**src/rtl/id_stage.sv**
```systemverilog
// RV32I decode stage: field/immediate/control decode, load-use hazard detect, ID/EX register.
// Optional macro ID_WB_BYPASS_EN adds a writeback-to-decode operand bypass (wb_we/wb_rd/wb_data).
module id_stage #(
    parameter int          XLEN      = 32,
    parameter logic [31:0] NOP_INSTR = 32'h0000_0013
) (
    input  logic            clk,
    input  logic            reset,
    input  logic [XLEN-1:0] IF_ID_PC,
    input  logic [31:0]     IF_ID_Instruction,
    input  logic            IF_ID_valid,
    input  logic            combined_stall,
    input  logic            flush,
`ifdef ID_WB_BYPASS_EN
    input  logic            wb_we,
    input  logic [4:0]      wb_rd,
    input  logic [XLEN-1:0] wb_data,
`endif
    output logic [4:0]      rf_rs1_addr,
    output logic [4:0]      rf_rs2_addr,
    input  logic [XLEN-1:0] rf_rs1_data,
    input  logic [XLEN-1:0] rf_rs2_data,
    output logic            load_use_stall,
    output logic [XLEN-1:0] ID_EX_PC,
    output logic [XLEN-1:0] ID_EX_rs1_data,
    output logic [XLEN-1:0] ID_EX_rs2_data,
    output logic [XLEN-1:0] ID_EX_imm,
    output logic [4:0]      ID_EX_rs1,
    output logic [4:0]      ID_EX_rs2,
    output logic [4:0]      ID_EX_rd,
    output logic [2:0]      ID_EX_funct3,
    output logic [3:0]      ID_EX_alu_op,
    output logic            ID_EX_alu_src_a,
    output logic            ID_EX_alu_src_b,
    output logic            ID_EX_MemRead,
    output logic            ID_EX_MemWrite,
    output logic            ID_EX_RegWrite,
    output logic            ID_EX_MemToReg,
    output logic            ID_EX_Branch,
    output logic            ID_EX_Jump,
    output logic            ID_EX_JumpReg,
    output logic            ID_EX_valid,
    output logic            ID_EX_illegal
);

    localparam logic [6:0] OPC_OP     = 7'b0110011;
    localparam logic [6:0] OPC_OP_IMM = 7'b0010011;
    localparam logic [6:0] OPC_LOAD   = 7'b0000011;
    localparam logic [6:0] OPC_STORE  = 7'b0100011;
    localparam logic [6:0] OPC_BRANCH = 7'b1100011;
    localparam logic [6:0] OPC_JAL    = 7'b1101111;
    localparam logic [6:0] OPC_JALR   = 7'b1100111;
    localparam logic [6:0] OPC_LUI    = 7'b0110111;
    localparam logic [6:0] OPC_AUIPC  = 7'b0010111;

    localparam logic [3:0] ALU_ADD = 4'd0, ALU_SUB = 4'd1, ALU_SLL = 4'd2, ALU_SLT = 4'd3;
    localparam logic [3:0] ALU_SLTU = 4'd4, ALU_XOR = 4'd5, ALU_SRL = 4'd6, ALU_SRA = 4'd7;
    localparam logic [3:0] ALU_OR = 4'd8, ALU_AND = 4'd9, ALU_PASS_B = 4'd10;

    typedef struct packed {
        logic [XLEN-1:0] pc;
        logic [XLEN-1:0] rs1_data;
        logic [XLEN-1:0] rs2_data;
        logic [XLEN-1:0] imm;
        logic [4:0]      rs1;
        logic [4:0]      rs2;
        logic [4:0]      rd;
        logic [2:0]      funct3;
        logic [3:0]      alu_op;
        logic            alu_src_a;
        logic            alu_src_b;
        logic            mem_read;
        logic            mem_write;
        logic            reg_write;
        logic            mem_to_reg;
        logic            branch;
        logic            jump;
        logic            jump_reg;
        logic            valid;
        logic            illegal;
    } idex_t;

    function automatic logic signed [31:0] imm_i(input logic [31:0] ins);
        imm_i = {{20{ins[31]}}, ins[31:20]};
    endfunction

    function automatic logic signed [31:0] imm_s(input logic [31:0] ins);
        imm_s = {{20{ins[31]}}, ins[31:25], ins[11:7]};
    endfunction

    function automatic logic signed [31:0] imm_b(input logic [31:0] ins);
        imm_b = {{19{ins[31]}}, ins[31], ins[7], ins[30:25], ins[11:8], 1'b0};
    endfunction

    function automatic logic signed [31:0] imm_u(input logic [31:0] ins);
        imm_u = {ins[31:12], 12'b0};
    endfunction

    function automatic logic signed [31:0] imm_j(input logic [31:0] ins);
        imm_j = {{11{ins[31]}}, ins[31], ins[19:12], ins[20], ins[30:21], 1'b0};
    endfunction

    // funct7[5] (instr[30]) picks SUB only for register ops; it always picks SRA on funct3=5
    function automatic logic [3:0] alu_sel(input logic [2:0] f3, input logic alt, input logic is_reg);
        case (f3)
            3'd0:    alu_sel = (alt && is_reg) ? ALU_SUB : ALU_ADD;
            3'd1:    alu_sel = ALU_SLL;
            3'd2:    alu_sel = ALU_SLT;
            3'd3:    alu_sel = ALU_SLTU;
            3'd4:    alu_sel = ALU_XOR;
            3'd5:    alu_sel = alt ? ALU_SRA : ALU_SRL;
            3'd6:    alu_sel = ALU_OR;
            default: alu_sel = ALU_AND;
        endcase
    endfunction

    logic [31:0]     instr;
    logic [6:0]      opcode;
    logic [XLEN-1:0] rs1_val_p0;
    logic [XLEN-1:0] rs2_val_p0;
    logic            use_rs1_p0;
    logic            use_rs2_p0;
    idex_t           dec_p0;
    idex_t           idex_p1;

    assign instr       = IF_ID_Instruction;
    assign opcode      = instr[6:0];
    assign rf_rs1_addr = instr[19:15];
    assign rf_rs2_addr = instr[24:20];

`ifdef ID_WB_BYPASS_EN
    assign rs1_val_p0 = (wb_we && wb_rd != 5'd0 && wb_rd == rf_rs1_addr) ? wb_data : rf_rs1_data;
    assign rs2_val_p0 = (wb_we && wb_rd != 5'd0 && wb_rd == rf_rs2_addr) ? wb_data : rf_rs2_data;
`else
    assign rs1_val_p0 = rf_rs1_data;
    assign rs2_val_p0 = rf_rs2_data;
`endif

    // ---- stage p0: decode ----
    always_comb begin
        dec_p0          = '0;
        use_rs1_p0      = 1'b1;
        use_rs2_p0      = 1'b0;
        dec_p0.pc       = IF_ID_PC;
        dec_p0.rs1      = instr[19:15];
        dec_p0.rs2      = instr[24:20];
        dec_p0.rd       = instr[11:7];
        dec_p0.funct3   = instr[14:12];
        dec_p0.rs1_data = rs1_val_p0;
        dec_p0.rs2_data = rs2_val_p0;
        dec_p0.valid    = 1'b1;
        case (opcode)
            OPC_OP: begin
                dec_p0.alu_op    = alu_sel(instr[14:12], instr[30], 1'b1);
                dec_p0.reg_write = 1'b1;
                use_rs2_p0       = 1'b1;
            end
            OPC_OP_IMM: begin
                dec_p0.alu_op    = alu_sel(instr[14:12], instr[30], 1'b0);
                dec_p0.imm       = imm_i(instr);
                dec_p0.alu_src_b = 1'b1;
                dec_p0.reg_write = 1'b1;
            end
            OPC_LOAD: begin
                dec_p0.imm        = imm_i(instr);
                dec_p0.mem_read   = 1'b1;
                dec_p0.reg_write  = 1'b1;
                dec_p0.mem_to_reg = 1'b1;
                dec_p0.alu_src_b  = 1'b1;
            end
            OPC_STORE: begin
                dec_p0.imm       = imm_s(instr);
                dec_p0.mem_write = 1'b1;
                dec_p0.alu_src_b = 1'b1;
                use_rs2_p0       = 1'b1;
            end
            OPC_BRANCH: begin
                dec_p0.imm    = imm_b(instr);
                dec_p0.alu_op = ALU_SUB;
                dec_p0.branch = 1'b1;
                use_rs2_p0    = 1'b1;
            end
            OPC_JAL: begin
                dec_p0.imm       = imm_j(instr);
                dec_p0.jump      = 1'b1;
                dec_p0.reg_write = 1'b1;
                dec_p0.alu_src_a = 1'b1;
                use_rs1_p0       = 1'b0;
            end
            OPC_JALR: begin
                dec_p0.imm       = imm_i(instr);
                dec_p0.jump      = 1'b1;
                dec_p0.jump_reg  = 1'b1;
                dec_p0.reg_write = 1'b1;
                dec_p0.alu_src_b = 1'b1;
            end
            OPC_AUIPC: begin
                dec_p0.imm       = imm_u(instr);
                dec_p0.alu_src_a = 1'b1;
                dec_p0.alu_src_b = 1'b1;
                dec_p0.reg_write = 1'b1;
                use_rs1_p0       = 1'b0;
            end
            OPC_LUI: begin
                dec_p0.imm       = imm_u(instr);
                dec_p0.alu_op    = ALU_PASS_B;
                dec_p0.alu_src_b = 1'b1;
                dec_p0.reg_write = 1'b1;
                use_rs1_p0       = 1'b0;
            end
            default: dec_p0.illegal = 1'b1;
        endcase
        if (dec_p0.rd == 5'd0) dec_p0.reg_write = 1'b0;
        if (!IF_ID_valid || instr == NOP_INSTR) dec_p0 = '0;
    end

    assign load_use_stall = !flush && idex_p1.valid && idex_p1.mem_read && (idex_p1.rd != 5'd0)
                            && IF_ID_valid
                            && ((use_rs1_p0 && rf_rs1_addr == idex_p1.rd)
                             || (use_rs2_p0 && rf_rs2_addr == idex_p1.rd));

    // ---- stage p1: ID/EX register ----
    always_ff @(posedge clk or posedge reset) begin
        if (reset) begin
            idex_p1 <= '0;
        end else if (flush) begin
            idex_p1 <= '0;
        end else if (!combined_stall) begin
            idex_p1 <= load_use_stall ? '0 : dec_p0;
        end
    end

    assign ID_EX_PC        = idex_p1.pc;
    assign ID_EX_rs1_data  = idex_p1.rs1_data;
    assign ID_EX_rs2_data  = idex_p1.rs2_data;
    assign ID_EX_imm       = idex_p1.imm;
    assign ID_EX_rs1       = idex_p1.rs1;
    assign ID_EX_rs2       = idex_p1.rs2;
    assign ID_EX_rd        = idex_p1.rd;
    assign ID_EX_funct3    = idex_p1.funct3;
    assign ID_EX_alu_op    = idex_p1.alu_op;
    assign ID_EX_alu_src_a = idex_p1.alu_src_a;
    assign ID_EX_alu_src_b = idex_p1.alu_src_b;
    assign ID_EX_MemRead   = idex_p1.mem_read;
    assign ID_EX_MemWrite  = idex_p1.mem_write;
    assign ID_EX_RegWrite  = idex_p1.reg_write;
    assign ID_EX_MemToReg  = idex_p1.mem_to_reg;
    assign ID_EX_Branch    = idex_p1.branch;
    assign ID_EX_Jump      = idex_p1.jump;
    assign ID_EX_JumpReg   = idex_p1.jump_reg;
    assign ID_EX_valid     = idex_p1.valid;
    assign ID_EX_illegal   = idex_p1.illegal;

endmodule

```
**config.mk**
```make
export PLATFORM = sky130hd
export DESIGN_NAME = id_stage
export DESIGN_NICKNAME = d
export VERILOG_FILES = /design/src/rtl/id_stage.sv
export SDC_FILE = /design/constraint.sdc
export NUM_CORES = 1
export LEC_CHECK = 0
export CORE_AREA = 2 2 151 153
export CTS_BUF_LIST = sky130_fd_sc_hd__clkbuf_4
export DETAILED_ROUTE_END_ITERATION = 6
export DIE_AREA = 0 0 153 155
export RECOVER_POWER = 25
export SYNTH_ARGS = -nofsm -noshare
export SYNTH_HDL_FRONTEND = slang
export SYNTH_SLANG_ARGS = --single-unit
export TNS_END_PERCENT = 5
```
**constraint.sdc**
```tcl
create_clock -name clk -period 5.1 [get_ports clk]
set_input_delay 0.765 -clock clk [delete_from_list [all_inputs] [get_ports clk]]
set_output_delay 0.765 -clock clk [all_outputs]
set_load 0.02 [all_outputs]
```
==> flow_summary.yaml <==
status:
  run_status: "complete, but fails checks"
  violations: "capacitance limit, slew limit"
drt:
  initialDrtViolationCount: 303
  routed_via_density: 4.99
  drcViolationCount: 0
  final_antenna_net_count: 0
  detailroute.via_count: 5529
  routed_wl_mm: 22.3
  wl_per_cell_um: 20.1
  firstDrtPassIters: 7
synthesis:
  synthFlopType: "dfrtp_1"
  avgSynthCellArea_um2: 12.1
  netlist_area_um2: 6490
  synth_edf_count: 0
  synth.net_count: 668
  synth_most_common_cell: "dfrtp_1"
  yosysUniqueCellTypes: 45
  synth_top_area_share_pct: 61.7
  synth_area_leaders: "dfrtp_1, a22o_1, nand2_1"
  synth_cells: 535
  yosys_register_bits: 160
  synthTopCellsByCount: "dfrtp_1, a22o_1, nand2_1"
  synth_top_cell_by_area: "dfrtp_1"
  synth-seq-area-share_pct: 61.7
  synth_warnings: 0
  async_reset_ff_share_pct: 100
min_path:
  min_path_type: "reg2reg"
clock_network:
  clk_pin_slew_ns: 0.13
  clk_latency_ns: 0.54
  cts_tree: "built"
  post_cts_buffers: 0
  cts.sinks: 160
  cts_hold_buf: 0
  cts-resized-gates: 0
  h-tree-depth: 4
  clockBufferDepth: 2
  clock-root-buffer: "clkbuf_4"
  cts-buffers-inserted: 17
placement:
  hpwlAfterDp_mm: 15.6
  io_buffer_count: 304
  gp_congestion: 0.788
global_routing:
  antenna_found_initial: 0
  grt.total_usage_pct: 18.5
  grt_max_degree: 98
  grt_pass1_vias: 5497
  grt_pass1_wl_mm: 34.0
  overflow: 0
setup_path:
  setup.worst_path.start_class: "input pin"
  crit_path_cell_trace: "clkdlybuf4s50_1 > and4bb_2 > nand3_1 > nor4_2 > or2_2 > clkdlybuf4s50_1"
  crit_path_frequent_cell: "clkdlybuf4s50_1"
  critical-path-slowest-cell: "clkdlybuf4s50_1"
  critPathKind: "in2out"
  worst-path-max-fanout: 10
  arrival_ns: 3.38
  cpPeakStageDelay_ns: 0.63
  worst-path-buf-inv: 2
  cp-end-kind: "primary output"
  critPathRequiredTime_ns: 4.34
  path_delay_family: "simple AND/OR/NAND/NOR gates"
die:
  fp.dieArea_um2: 23700
  core_area_um2: 22200
  start_util_pct: 29.2
  die_width_um: 153
  die_h_um: 155
  row_count: 55
  ios: 305
sta:
  finalHoldViolCount: 0
  setup_viol: 0
  drv_slew: 67
  relSlewSlack_pct: -92.8
  fmax_mhz: 241
  min_period_over_period_pct: 81.3
  period_needed_ns: 4.14
  rsz0062_at_grt: "no"
  tns_ns: 0
  fin_worst_skew_ns: 0.0149
  tightestPinTransition_ns: 2.88
final_layout:
  n_fill_cell: 2091
  area_growth_pct: 54.4
  n_antenna_cell: 0
  utilization_pct: 45.1
  drive_above_1_share_pct: 6.20
  nets: 943
flow_run:
  cap_violations: 1
power:
  p_per_area_nw_per_um2: 253
  power.leakage_uw: 0.00423
  peakVddDrop_mv: 0.108
[cell type report]
type                    instances  area [um^2]  share of cell area (%)
clock inverters                14          155                    1.55
multi-input cells             315         2210                    22.0
repair buffers                312         3140                    31.4
well taps                     285          357                    3.56
flip-flops and latches        160         4000                    40.0
clock buffers                  18          135                    1.35
inverters                       4         16.3                   0.162
[flip-flops by register name (all words and copies together), names as in the netlist]
| signal | flops |
|---|---|
| ID_EX_imm | 32 |
| ID_EX_alu_src_a | 1 |
| ID_EX_valid | 1 |
| ID_EX_rs1_data | 32 |
| ID_EX_alu_op | 4 |
| ID_EX_rs2 | 5 |
| ID_EX_Jump | 1 |
| ID_EX_PC | 32 |
| ID_EX_RegWrite | 1 |
| ID_EX_alu_src_b | 1 |
| ID_EX_rs2_data | 32 |
| ID_EX_MemRead | 1 |
| ID_EX_rd | 5 |
| ID_EX_MemWrite | 1 |
| ID_EX_Branch | 1 |
| ID_EX_rs1 | 5 |
| ID_EX_funct3 | 3 |
| ID_EX_JumpReg | 1 |
| ID_EX_illegal | 1 |
[worst min-delay path, cell delays in order, from the launching register on]
cell and delay (ns):
dfrtp_1 0.37, nand2_1 0.04, o21ai_0 0.06
[layout by cell type (no fill, tap or decap), types with 4 or more instances in the layout]
cell / n
o21ai_0: 32
buf_4: 4
o31ai_1: 5
nor4_1: 5
a22o_1: 116
nor2_1: 11
a22oi_1: 4
a32o_1: 10
clkbuf_4: 19
nand2_1: 51
a21oi_1: 24
inv_6: 4
dfrtp_1: 160
nand3_1: 6
clkdlybuf4s50_1: 303
xnor2_1: 10
clkinv_4: 4
[stage by stage]
stage                     power (uW)  cell area, um^2  cells  hold WS, ns  worst slack (ns)
after global placement          1760             9740   1076        0.463             0.992
after detailed placement        1760             9740   1076        0.469             0.929
after global routing            2650            10000   1108        0.521             0.491
final                           2530            10000   1108        0.494             0.956
after CTS                       2580            10000   1108        0.501             0.945
after floorplan                 1520             6490    535        0.587            0.0151
[metal layers]
layer	vias to the layer above	GRT usage [%]	share of wire, %	wire (um)
met2	216	30.2	49	11000
met3	16	5.24	6.1	1360
met1	2758	24.4	43	9630
li1	2539	-	-	-
met4	0	4.67	1.2	267
met5	-	0	0	0
[where the power goes]
group	leakage, uW	internal (uW)	total [uW]	switching, uW
combinational	0.00188	203	403	201
clock	0.000154	304	799	494
sequential	0.00220	1300	1330	23.6
[cells by family (layout without fill, tap and decap cells)]
logic type,count (synthesis),after routing,synth area share (%)
xor+xnor,10,10,1.35
simple gates,99,99,7.91
compound gates,204,204,24.2
buf+inv,60,348,4.47
mux,2,2,0.328
flops,160,160,61.7
[final timing paths]
check                                startpoint  slack (ns)            endpoint  cells past startpoint
max                        IF_ID_Instruction[2]        0.96      load_use_stall                      6
min                               ID_EX_imm[20]        0.49       ID_EX_imm[20]                      2
max reg2reg                         ID_EX_rd[2]        2.33       ID_EX_JumpReg                      5
min reg2reg                       ID_EX_imm[20]        0.49       ID_EX_imm[20]                      2
max in group asynchronous                 reset        1.18       ID_EX_imm[14]                      3
min in group asynchronous                 reset        1.46  ID_EX_rs1_data[21]                      2
No activity file was read; power rests on OpenSTA's default activity.
